`config.mk`:
```
export PLATFORM = sky130hd
export DESIGN_NAME = instr_issue_reader
export DESIGN_NICKNAME = d
export VERILOG_FILES = /design/src/rtl/instr_issue_reader.sv
export SDC_FILE = /design/constraint.sdc
export NUM_CORES = 1
export LEC_CHECK = 0
export ABC_AREA = 1
export CORE_ASPECT_RATIO = 0.8
export CORE_MARGIN = 10
export CORE_UTILIZATION = 37
export DETAILED_ROUTE_END_ITERATION = 7
export HOLD_SLACK_MARGIN = 0.12
export PLACE_DENSITY = 0.54
export RECOVER_POWER = 100
export SKIP_LAST_GASP = 1
export SYNTH_ARGS = -nofsm -noshare
export SYNTH_HDL_FRONTEND = slang
export SYNTH_SLANG_ARGS = --single-unit
```
`constraint.sdc`:
```
create_clock -name clk -period 2.85 [get_ports clk]
set_input_delay 0.4275 -clock clk [delete_from_list [all_inputs] [get_ports clk]]
set_output_delay 0.4275 -clock clk [all_outputs]
set_load 0.02 [all_outputs]
```
`src/rtl/instr_issue_reader.sv`:
```
// -----------------------------------------------------------------------------
// instr_issue_reader
//
// Circular instruction buffer feeding a registered issue stage. Instructions
// are written in with wr_en/Instr_in and issued in write order through the
// Instr_out register with a valid/ready handshake (out_valid/out_ready).
//
// Ports
//   clk        : single clock, all state changes on its rising edge
//   rst        : synchronous active-high reset (highest priority)
//   wr_en      : write request for Instr_in
//   Instr_in   : instruction to store
//   flush      : discard stored and issued-but-unaccepted instructions
//   out_ready  : downstream accepts Instr_out this cycle
//   Instr_out  : registered issued instruction
//   out_valid  : Instr_out holds a valid instruction
//   count      : entries in storage, excluding the output register
//   full       : count == bs
//   empty      : count == 0
//   overflow   : sticky, set by a write attempted while full
// -----------------------------------------------------------------------------
module instr_issue_reader #(
    parameter int Instruction_word_size = 32,
    parameter int bs                    = 16
) (
    input  logic                             clk,
    input  logic                             rst,
    input  logic                             wr_en,
    input  logic [Instruction_word_size-1:0] Instr_in,
    input  logic                             flush,
    input  logic                             out_ready,
    output logic [Instruction_word_size-1:0] Instr_out,
    output logic                             out_valid,
    output logic [$clog2(bs):0]              count,
    output logic                             full,
    output logic                             empty,
    output logic                             overflow
);

    localparam int AW = $clog2(bs);
    localparam int CW = AW + 1;
    localparam logic [CW-1:0] BS_CNT = CW'(bs);

    typedef enum logic {
        IDLE  = 1'b0,
        ISSUE = 1'b1
    } state_t;

    state_t                           state_q, state_d;
    logic [Instruction_word_size-1:0] mem_q [bs];
    logic [AW-1:0]                    wr_ptr_q, wr_ptr_d;
    logic [AW-1:0]                    rd_ptr_q, rd_ptr_d;
    logic [CW-1:0]                    count_q, count_d;
    logic [Instruction_word_size-1:0] instr_out_q, instr_out_d;
    logic                             overflow_q, overflow_d;
    logic                             wr_accept;
    logic                             load;

    // Status is derived purely from registered state.
    assign full      = (count_q == BS_CNT);
    assign empty     = (count_q == '0);
    assign count     = count_q;
    assign Instr_out = instr_out_q;
    assign out_valid = (state_q == ISSUE);
    assign overflow  = overflow_q;

    // Full is sampled at cycle start, so a simultaneous pop does not make
    // room for a write in the same cycle.
    assign wr_accept = wr_en & ~full & ~flush;
    // Refill the output register when it is empty or being consumed.
    assign load      = (count_q != '0) & ((state_q == IDLE) | out_ready) & ~flush;

    always_comb begin
        state_d     = state_q;
        wr_ptr_d    = wr_ptr_q;
        rd_ptr_d    = rd_ptr_q;
        count_d     = count_q;
        instr_out_d = instr_out_q;
        overflow_d  = overflow_q;

        if (flush) begin
            // Instr_out deliberately keeps its last value.
            wr_ptr_d   = '0;
            rd_ptr_d   = '0;
            count_d    = '0;
            state_d    = IDLE;
            overflow_d = 1'b0;
        end else begin
            if (wr_accept) begin
                wr_ptr_d = wr_ptr_q + AW'(1);
            end
            if (wr_en && full) begin
                overflow_d = 1'b1;
            end

            if (load) begin
                instr_out_d = mem_q[rd_ptr_q];
                rd_ptr_d    = rd_ptr_q + AW'(1);
                state_d     = ISSUE;
            end else if ((state_q == ISSUE) && out_ready && (count_q == '0)) begin
                state_d = IDLE;
            end

            case ({wr_accept, load})
                2'b10:   count_d = count_q + CW'(1);
                2'b01:   count_d = count_q - CW'(1);
                default: count_d = count_q;
            endcase
        end
    end

    always_ff @(posedge clk) begin
        if (rst) begin
            state_q     <= IDLE;
            wr_ptr_q    <= '0;
            rd_ptr_q    <= '0;
            count_q     <= '0;
            instr_out_q <= '0;
            overflow_q  <= 1'b0;
        end else begin
            state_q     <= state_d;
            wr_ptr_q    <= wr_ptr_d;
            rd_ptr_q    <= rd_ptr_d;
            count_q     <= count_d;
            instr_out_q <= instr_out_d;
            overflow_q  <= overflow_d;
        end
    end

    // Storage array: no reset, contents are meaningless once pointers clear.
    always_ff @(posedge clk) begin
        if (!rst && wr_accept) begin
            mem_q[wr_ptr_q] <= Instr_in;
        end
    end

endmodule
```
After elaboration in Yosys (flattened, before gate mapping)
Memories as Yosys holds them, arrays and structs flattened. A register that Yosys moved wholly into a read port is not among the register bits.
Index checks and enable logic that the tools add are counted.
- register bits: 15
- output and inout port bits: 41
- memories kept: 1
- input bits: 37
- RAM bits: 512
- logic and storage cells: 37
- eq/ne operators: 3
- add/subtract/negate cells: 4
- muxes and demuxes: 5
- reduce and logical (&&, ||, !) cells: 11
- bitwise logic cells: 8
- memories (memory ; depth ; bits a word ; read ports ; clocked after memory_dff ; wr ports ; RTL line ; text):
    mem_q ; 16 ; 32 ; 1 ; 1 ; 1 ; 50 ; logic [Instruction_word_size-1:0] mem_q [bs];
- operators with widths (operator ; number):
    5-bit case mux with 2 select lines ; 1
    4-bit by 1-bit adder with 4-bit output (second input constant) ; 2
    5-bit by 1-bit adder with 5-bit output (second input constant) ; 1
    5-bit equality test (second input constant) ; 1
    5-bit zero test ; 1
    5-bit nonzero test ; 1
    5-bit by 1-bit subtractor with 5-bit output (second input constant) ; 1
    1-bit AND ; 4
    1-bit logical AND ; 4
    1-bit 2-to-1 mux ; 4
    2-bit nonzero test ; 2
    1-bit inverter ; 3
    2-bit by 1-bit equality test with 1-bit output (second input constant) ; 1
    2-bit equality test (second input constant) ; 1
    2-bit AND reduction ; 1
    2-bit OR reduction ; 1
    1-bit zero test ; 1
    1-bit OR ; 1

Depth between registers and ports, before layout
Gate-level depths: netlist (run 1).
- word-level depth: 7
- gate-level depth with buffers: 17
- mapped depth without buffers: 16

Worst setup path before layout (run 1)
OpenSTA, ideal clock, no wires.
- path type: in2reg
- start: input rst
- end: memory mem_q[0][0], enable pin
- data required time: 2.429 ns
- stages: 6
- arrival time: 2.542 ns
- setup time: 0.421 ns
- path buffers: 1
- path slack: -0.113 ns
- cells stage by stage: buf_2 -> nor2_4 -> inv_1 -> nor2_1 -> nand2_1 -> nor2_1
- cells in the longest elaborated chain, start to end: 4
- ends and longest elaborated chain (element ; RTL line ; text):
    start: declaration ; 27 ; input logic rst,
    1-bit zero test ; 132 ; if (!rst && wr_accept) begin
    1-bit logical AND ; 132 ;
    1-bit 2-to-1 mux ; 132 ;
    1-bit 2-to-1 mux (implied by the code) ; 133 ; mem_q[wr_ptr_q] <= Instr_in;
    end: declaration ; 50 ;
Every way passes these cells.

Final worst setup path (run 1)
- start: register count_q[1] (netlist: count[1])
- end: output full
- cells in the longest elaborated chain, start to end: 1
- ends and longest elaborated chain (element ; RTL line ; text):
    start: declaration ; 53 ; logic [CW-1:0] count_q, count_d;
    start signal: assignment ; 124 ; count_q <= count_d;
    5-bit equality test ; 60 ; assign full = (count_q == BS_CNT);
    end: declaration ; 35 ; output logic full,
Every way passes these cells.

==> flow_metrics.env, run 1 <==
export IMPL_status="complete, but fails checks"
export IMPL_violations="capacitance limit, slew limit"
export IMPL_async_reset_ff_frac=0
export IMPL_postCtsHoldBufs=0
export IMPL_start_util=0.372
export IMPL_busiest_layer="met2"
export IMPL_synth_seq_cells=559
export IMPL_synthTopCellsByArea="edfxtp_1, nand2_1, nand3_1"
export IMPL_vias=15700
export IMPL_track_usage=0.165
export IMPL_synth_top_area_frac=0.646
export IMPL_slew_viol_final=131
export IMPL_finalNetCount=2426
export IMPL_fp_dieW_um=304
export IMPL_grt_overflow=0
export IMPL_rows=83
export IMPL_cts_buffers=57
export IMPL_finalSetupTns_ns=0
export IMPL_vias_per_cell=4.80
export IMPL_arrival_ns=2.10
export IMPL_post_cts_buffers=0
export IMPL_io_buffers=77
export IMPL_drive_above_1_share=0.0680
export IMPL_cts_htree_levels=2
export IMPL_clock_latency_ns=0.63
export IMPL_use_met1=0.235
export IMPL_crit_path_max_fanout=4
export IMPL_antenna_found_initial=2
export IMPL_core_area_um2=64000
export IMPL_met3_usage=0.0253
export IMPL_period_needed_ns=2.53
export IMPL_synth_simple_gate_area_frac=0.221
export IMPL_drt_wl_total_mm=61.8
export IMPL_place_congestion=0.770
export IMPL_cts_tree="done"
export IMPL_synth_edf_count=512
export IMPL_hold_viol_final=0
export IMPL_synth_fp_nets=2349
export IMPL_max_slew_margin=-0.139
export IMPL_cts_root_buf="clkbuf_16"
export IMPL_antennaDiodeCount=0
export IMPL_crit_path_start_kind="flip-flop"
export IMPL_dp_hpwl_mm=34.4
export IMPL_holdCritPathClass="in2reg"
export IMPL_first_global_vias=15500
export IMPL_synth_avg_cell_area_um2=10.3
export IMPL_clk_pin_slew_ns=0.06
export IMPL_vdd_drop_max_mv=0.449
export IMPL_cts_buffer_depth=3
export IMPL_fmax_mhz=396
export IMPL_crit_type="reg2out"
export IMPL_firstDrtPassIters=5
export IMPL_yosysUniqueCellTypes=29
export IMPL_synth_adder_area_share=0.00557
export IMPL_post_drt_wl_per_cell_um=18.8
export IMPL_required_ns=2.42
export IMPL_synth_top_family_by_area="simple AND/OR/NAND/NOR gates"
export IMPL_multi_input_area_um2=5580
export IMPL_synth_xor_area_frac=0.00184
export IMPL_yosys_most_used_dff="edfxtp_1"
export IMPL_end_kind="primary output"
export IMPL_grt_pass1_wl_mm=95.2
export IMPL_die_h_um=247
export IMPL_drc=0
export IMPL_synth_compound_area_share=0.00494
export IMPL_fillers=6109
export IMPL_cts_resized=0
export IMPL_worst_pin_slew_ns=1.71
export IMPL_dp_cells=3170
export IMPL_synthMuxAreaShare=0
export IMPL_fin_crit_sh=0.887
export IMPL_drt_iter0_drc=1177
export IMPL_ios=78
export IMPL_die_area_um2=74900
export IMPL_cts_num_sinks=559
export IMPL_max_cap_violations=1
export IMPL_design_area_um2=27600
export IMPL_use_met2=0.261
export IMPL_final_antenna_net_count=0
export IMPL_seq_area_um2=16300
export IMPL_p_per_area_nw_per_um2=667
export IMPL_yosysWarnings=0
export IMPL_setup_viol=0
export IMPL_ys_seq_area_frac=0.686
export IMPL_area_delta_synth_final_pct=16.0
export IMPL_place_area_um2=25800
export IMPL_grt_max_degree=163
export IMPL_clock_skew_ns=0.0170
export IMPL_leakage_nw=11.4
export IMPL_syn_area_um2=23800
export IMPL_synth_top_area_cell="edfxtp_1"
export IMPL_fin_cells=3278
export IMPL_grt_setup_unrepaired="false"
export IMPL_synthCells=2302
[power by group]
group          internal [mW]  switching (mW)
clock                   4.74            3.24
combinational          0.424           0.904
sequential              9.04          0.0581
[cell usage in the layout, fill, tap and decap left out, types with 3 or more instances in the layout]
master,instances
a21oi_1,13
buf_12,24
buf_4,14
bufinv_16,10
clkbuf_1,16
clkbuf_16,58
clkbuf_2,12
clkbuf_4,5
clkbuf_8,3
clkdlybuf4s50_1,3
clkinv_2,16
clkinv_4,3
dfxtp_1,43
dlygate4sd3_1,73
edfxtp_1,512
ha_1,9
inv_1,307
nand2_1,821
nand3_1,357
nor2_1,87
nor2_4,4
o21ai_0,9
xor2_1,3
[sequential cells by signal, summed over array words and instances (netlist names)]
name	count
mem_q	512
Instr_out	32
count	5
rd_ptr_q	4
wr_ptr_q	4
out_valid	1
overflow	1
[Yosys cell counts, types with 2 or more instances]
cell and n:
a21oi_1 13, buf_1 8, buf_2 41, buf_4 26, buf_6 19, clkbuf_1 22
dfxtp_1 47, edfxtp_1 512, ha_1 9, inv_1 310, nand2_1 821, nand3_1 357
nor2_1 90, o21ai_0 9, xnor2_1 2, xor2_1 3
[per-stage QoR]
stage	setup WS [ns]	utilization	hold slack, ns	power (mW)
after floorplan	-0.113	-	0.503	10.1
after global placement	0.191	0.404	0.460	10.7
after detailed placement	0.183	0.404	0.463	10.7
after CTS	0.328	0.435	0.235	18.7
after global routing	0.114	0.432	0.263	19.1
final	0.322	0.432	0.274	18.4
[cells by family after synthesis]
family	count (synthesis)
adder cells (fa/ha/maj)	10
buffers and inverters	429
flip-flops	559
AO/OA/AOI/OAI	23
XOR/XNOR	5
AND/OR/NAND/NOR	1276
[final cells by class]
| class | count | share of cell area |
|---|---|---|
| flip-flops and latches | 559 | 0.591 |
| multi-input cells | 1314 | 0.202 |
| clock buffers | 74 | 0.0558 |
| repair buffers | 135 | 0.0529 |
| inverters | 312 | 0.0428 |
| well taps | 850 | 0.0385 |
| clock inverters | 34 | 0.0167 |
[metal layers]
layer	routed length (um)	part of all wire
met1	29200	0.47
met3	3000	0.048
met5	0	0
met4	1120	0.018
met2	28500	0.46
[worst paths after layout]
check                                      to     start  slack, ns  cells after the start
worst min register to register       overflow  overflow       0.47                      2
worst min-delay path              rd_ptr_q[2]       rst       0.27                      5
worst max register to register  mem_q[13][20]  count[1]       0.37                      7
worst max-delay path                     full  count[1]       0.32                      4
[worst max-delay path: stages (launching register included)]
cell and delay (ns):
dfxtp_1 0.36, inv_1 0.14, nand4_1 0.18, inv_1 0.12, dlygate4sd3_1 0.69
(Power assumes the default switching activity.)
==> run 2: changes to the inputs <==
--- a/config.mk
+++ b/config.mk
@@ -6,6 +6,7 @@
 export NUM_CORES = 1
 export LEC_CHECK = 0
 export ABC_AREA = 1
+export CAP_MARGIN = 0
 export CORE_ASPECT_RATIO = 0.8
 export CORE_MARGIN = 10
 export CORE_UTILIZATION = 37
@@ -13,6 +14,7 @@
 export HOLD_SLACK_MARGIN = 0.12
 export PLACE_DENSITY = 0.54
 export RECOVER_POWER = 100
+export REMOVE_ABC_BUFFERS = 1
 export SKIP_LAST_GASP = 1
 export SYNTH_ARGS = -nofsm -noshare
 export SYNTH_HDL_FRONTEND = slang
==> run 2 against run 1 <==
  * Critical path type is now reg2reg
  * Register-to-register slack worse by 0.03 ns
  * Maximum frequency is 0.66% higher
  * The flow now finishes without violations
  * Worst setup slack better by 0.017 ns
  * Via count is 0.50% lower
  * Sequential share of layout area is 0.60 points higher
==> flow_metrics.env, run 2 (synthesized netlist as in run 1, its figures left out) <==
export IMPL_status="finished, final reports clean"
export IMPL_seq_area_um2=16300
export IMPL_multi_input_area_um2=5600
export IMPL_slew_viol_final=0
export IMPL_post_cts_buffers=0
export IMPL_grt_overflow=0
export IMPL_setup_viol=0
export IMPL_postCtsHoldBufs=0
export IMPL_drt_wl_total_mm=61.9
export IMPL_whs_path_depth=4
export IMPL_die_h_um=247
export IMPL_cts_tree="done"
export IMPL_start_util=0.372
export IMPL_fin_cells=3271
export IMPL_end_kind="flip-flop"
export IMPL_top_register="mem_q"
export IMPL_max_cap_violations=0
export IMPL_slowest_delay_ns=0.58
export IMPL_clock_latency_ns=0.61
export IMPL_place_congestion=0.791
export IMPL_fmax_mhz=398
export IMPL_grt_max_degree=131
export IMPL_arrival_ns=2.75
export IMPL_max_slew_margin=0.138
export IMPL_cts_buffer_depth=3
export IMPL_area_delta_synth_final_pct=14.8
export IMPL_first_global_vias=15500
export IMPL_clock_skew_ns=0.0131
export IMPL_finalNetCount=2417
export IMPL_holdCritPathClass="in2reg"
export IMPL_vdd_drop_max_mv=0.462
export IMPL_drive_above_1_share=0.0616
export IMPL_power_total_mw=18.0
export IMPL_cts_resized=0
export IMPL_largest_register_ffs=512
export IMPL_grt_pass1_wl_mm=94.8
export IMPL_cts_root_buf="clkbuf_16"
export IMPL_min_to="wr_ptr_q[3]"
export IMPL_dp_cells=3161
export IMPL_fillers=6113
export IMPL_crit_buf_inv=2
export IMPL_worstReg2RegStart="count[1]"
export IMPL_reg2reg_setup_slack_ns=0.34
export IMPL_period_needed_ns=2.51
export IMPL_crit_path_max_fanout=23
export IMPL_cp_slowest_cell="clkbuf_4"
export IMPL_hold_viol_final=0
export IMPL_required_ns=3.09
export IMPL_mostFrequentLayoutCells="nand2_1, edfxtp_1, nand3_1, inv_1, nor2_1"
export IMPL_final_common_cell="nand2_1"
export IMPL_fin_crit_sh=0.881
export IMPL_cts_num_sinks=559
export IMPL_antenna_found_initial=3
export IMPL_track_usage=0.165
export IMPL_io_buffers=77
export IMPL_finalSetupTns_ns=0
export IMPL_post_drt_wl_per_cell_um=18.9
export IMPL_drt_iter0_drc=1183
export IMPL_firstDrtPassIters=5
export IMPL_r2r_cells=7
export IMPL_die_area_um2=74900
export IMPL_cp_cell_sequence="inv_1 > nand4_1 > nand2_1 > nor2_1 > nand2_1 > nor2_1 > clkbuf_4"
export IMPL_vias_per_cell=4.78
export IMPL_fp_dieW_um=304
export IMPL_core_area_um2=64000
export IMPL_cts_buffers=57
export IMPL_worst_pin_slew_ns=1.29
export IMPL_crit_type="reg2reg"
export IMPL_final_antenna_net_count=0
export IMPL_r2r_end="mem_q[15][12]"
export IMPL_clk_pin_slew_ns=0.06
export IMPL_leakage_nw=11.2
export IMPL_dp_hpwl_mm=32.6
export IMPL_rows=83
export IMPL_critical_path_top_delay_family="simple AND/OR/NAND/NOR gates"
export IMPL_cts_htree_levels=2
export IMPL_vias=15600
export IMPL_ios=78
export IMPL_crit_path_start_kind="flip-flop"
export IMPL_final_core_util=0.427
export IMPL_drc=0
export IMPL_p_per_area_nw_per_um2=660
export IMPL_hp_start="rst"
export IMPL_grt_setup_unrepaired="false"
[run 2: worst register-to-register path, stage by stage (launching register included)]
cell,delay [ns]
dfxtp_1,0.37
inv_1,0.10
nand4_1,0.16
nand2_1,0.13
nor2_1,0.32
nand2_1,0.26
nor2_1,0.20
clkbuf_4,0.58
[run 2: worst max path at each step]
stage                     cells after the start  slack, ns       endpoint         from
final                                         7       0.34  mem_q[15][12]     count[1]
after global routing                          7       0.15  mem_q[15][12]     count[1]
after CTS                                     4       0.37           full     count[0]
after detailed placement                      7       0.20   mem_q[0][13]        flush
after global placement                       15       0.14       count[4]        flush
after floorplan                               9      -4.46   Instr_out[0]  rd_ptr_q[0]
[run 2: metal layers]
layer	vias to the layer above	GRT usage	part of all wire
met5	-	0	0.00019
met4	2	0.0444	0.021
met3	90	0.0299	0.064
met2	407	0.263	0.46
met1	7529	0.230	0.46
li1	7612	-	-
[run 2: layout make-up]
class,count,share of cell area
antenna,4,0.000366
clock buffer,74,0.0564
clock inverter,32,0.0130
inverter,312,0.0432
multi-input combinational,1314,0.205
sequential,559,0.597
tap,850,0.0389
timing repair buffer,126,0.0461
[run 2: power by group]
group	leakage (nW)	internal (mW)	switching (mW)	total, mW
logic	5.30	0.421	0.900	1.32
registers	4.99	9.04	0.0630	9.10
clock network	0.935	4.45	3.16	7.61
total	11.2	13.9	4.12	18.0
[run 2: per-stage QoR]
step / hold WS, ns / cell area [um2] / worst slack (ns)
final: 0.251 / 27300 / 0.339
after global routing: 0.263 / 27300 / 0.152
after CTS: 0.234 / 27600 / 0.367
after detailed placement: 0.466 / 25700 / 0.196
after global placement: 0.471 / 25700 / 0.143
after floorplan: 0.503 / 23100 / -4.46
==> run 3: changes to the inputs <==
--- a/config.mk
+++ b/config.mk
@@ -12,7 +12,6 @@
 export CORE_UTILIZATION = 37
 export DETAILED_ROUTE_END_ITERATION = 7
 export HOLD_SLACK_MARGIN = 0.12
-export PLACE_DENSITY = 0.54
 export RECOVER_POWER = 100
 export REMOVE_ABC_BUFFERS = 1
 export SKIP_LAST_GASP = 1
==> run 3 against run 2 <==
  * Worst hold slack gained 0.030 ns
  * Routed wire length is 3.6% lower
  * Core utilization is 0.28 points lower
  * Critical path depth is 8 higher
  * Clock-buffer cell count is 9 lower
  * Cell count hardly changed
  * Global-route usage shrank 0.66 points
  * Non-clock buffer count up 7
  * Largest power group unchanged
==> flow_metrics.env, run 3 (synthesized netlist as in run 1, its figures left out) <==
export IMPL_leakage_nw=11.1
export IMPL_postCtsHoldBufs=0
export IMPL_cts_buffer_depth=3
export IMPL_fin_crit_sh=0.892
export IMPL_met3_usage=0.0294
export IMPL_first_global_vias=15600
export IMPL_place_congestion=0.795
export IMPL_antenna_found_initial=6
export IMPL_cts_tree="done"
export IMPL_rows=83
export IMPL_reg2reg_setup_slack_ns=0.31
export IMPL_mostFrequentLayoutCells="nand2_1, edfxtp_1, nand3_1, inv_1, nor2_1"
export IMPL_vias_per_cell=4.86
export IMPL_design_area_um2=27100
export IMPL_required_ns=3.35
export IMPL_area_delta_synth_final_pct=14.1
export IMPL_place_area_um2=25800
export IMPL_busiest_layer="met2"
export IMPL_cts_root_buf="clkbuf_16"
export IMPL_cts_buffers=56
export IMPL_crit_path_max_fanout=6
export IMPL_finalNetCount=2423
export IMPL_vias=15900
export IMPL_grt_overflow=0
export IMPL_setup_viol=0
export IMPL_worst_pin_slew_ns=1.34
export IMPL_slew_viol_final=0
export IMPL_cts_num_sinks=559
export IMPL_vdd_drop_max_mv=0.449
export IMPL_die_h_um=247
export IMPL_drc=0
export IMPL_arrival_ns=3.04
export IMPL_multi_input_area_um2=5560
export IMPL_cts_resized=0
export IMPL_grt_pass1_wl_mm=92.3
export IMPL_fp_dieW_um=304
export IMPL_crit_path_start_kind="flip-flop"
export IMPL_fillers=6108
export IMPL_clock_skew_ns=0.0239
export IMPL_firstDrtPassIters=6
export IMPL_clk_pin_slew_ns=0.06
export IMPL_final_antenna_net_count=0
export IMPL_period_needed_ns=2.54
export IMPL_clock_latency_ns=0.62
export IMPL_die_area_um2=74900
export IMPL_drt_wl_total_mm=59.7
export IMPL_drive_above_1_share=0.0554
export IMPL_core_area_um2=64000
export IMPL_holdCritPathClass="in2reg"
export IMPL_cts_htree_levels=2
export IMPL_post_cts_buffers=0
export IMPL_hold_viol_final=0
export IMPL_max_slew_margin=0.107
export IMPL_crit_type="reg2reg"
export IMPL_top_register="mem_q"
export IMPL_dp_hpwl_mm=31.8
export IMPL_use_met1=0.218
export IMPL_largest_register_ffs=512
export IMPL_grt_setup_unrepaired="false"
export IMPL_use_met2=0.255
export IMPL_seq_area_um2=16300
export IMPL_post_drt_wl_per_cell_um=18.2
export IMPL_final_common_cell="nand2_1"
export IMPL_status="finished, final reports clean"
export IMPL_io_buffers=77
export IMPL_grt_max_degree=139
export IMPL_track_usage=0.159
export IMPL_drt_iter0_drc=1274
export IMPL_ios=78
export IMPL_fmax_mhz=393
export IMPL_max_cap_violations=0
export IMPL_p_per_area_nw_per_um2=637
export IMPL_start_util=0.372
export IMPL_end_kind="flip-flop"
export IMPL_power_total_mw=17.3
-- run 3: changes by cell type in the layout (fill, tap and decap cells not counted), moves of 2 or more --
cell       previous run  this run
buf_12               13        15
clkbuf_4             11         9
clkinv_1              4        18
nor2_4                7         2
clkbuf_16            58        56
diode_2               4         1
clkinv_2             16        10
bufinv_16             7         1
nor2_1               84        89
-- run 3: path summary, 6_finish.rpt --
kind / start / depth (start not counted) / to
worst max-delay path: count[1] / 15 / count[4]
worst min register to register: overflow / 2 / overflow
worst max register to register: count[1] / 15 / count[4]
worst min-delay path: rst / 5 / rd_ptr_q[2]
-- run 3: area by class of cell --
type                            count  share of cell area
Clock buffer                       65              0.0536
Antenna cell                        1           0.0000922
Timing Repair Buffer              133              0.0484
Multi-Input combinational cell   1314               0.205
Tap cell                          850              0.0392
Clock inverter                     36             0.00903
Sequential cell                   559               0.601
Inverter                          312              0.0435
-- run 3: metal layers --
layer | wire length [um] | part of all wire
met3 | 3330 | 0.056
met4 | 1210 | 0.020
met2 | 27400 | 0.46
met5 | 22 | 0.00037
met1 | 27600 | 0.46
-- run 3: metrics by stage --
stage / worst slack, ns / setup TNS (ns) / utilization / hold WS [ns] / cells
2_1_floorplan: -4.46 / -187.85 / - / 0.503 / 2185
3_3_place_gp: 0.0595 / 0 / 0.403 / 0.456 / 3168
3_5_place_dp: 0.121 / 0 / 0.403 / 0.477 / 3168
4_1_cts: 0.385 / 0 / 0.430 / 0.267 / 3269
5_1_grt: 0.173 / 0 / 0.424 / 0.312 / 3269
6_report: 0.309 / 0 / 0.424 / 0.281 / 3270
-- run 3: report_power, final --
group / switching, mW / total, mW / internal [mW]
combinational: 0.885 / 1.31 / 0.420
sequential: 0.0635 / 9.10 / 9.04
clock: 3.14 / 6.89 / 3.75
-- run 3: worst max-delay path, cell delays in order, from the launching register on --
cell and delay, ns:
dfxtp_1 0.41, inv_1 0.13, nand4_1 0.15, nand2_1 0.17, clkinvlp_2 0.13, ha_1 0.27, inv_1 0.09, fa_1 0.41
inv_1 0.07, nand2_1 0.05, a21oi_1 0.22, nor2_1 0.08, nand2_1 0.06, nand2_1 0.06, nand2_1 0.06, a21oi_1 0.06
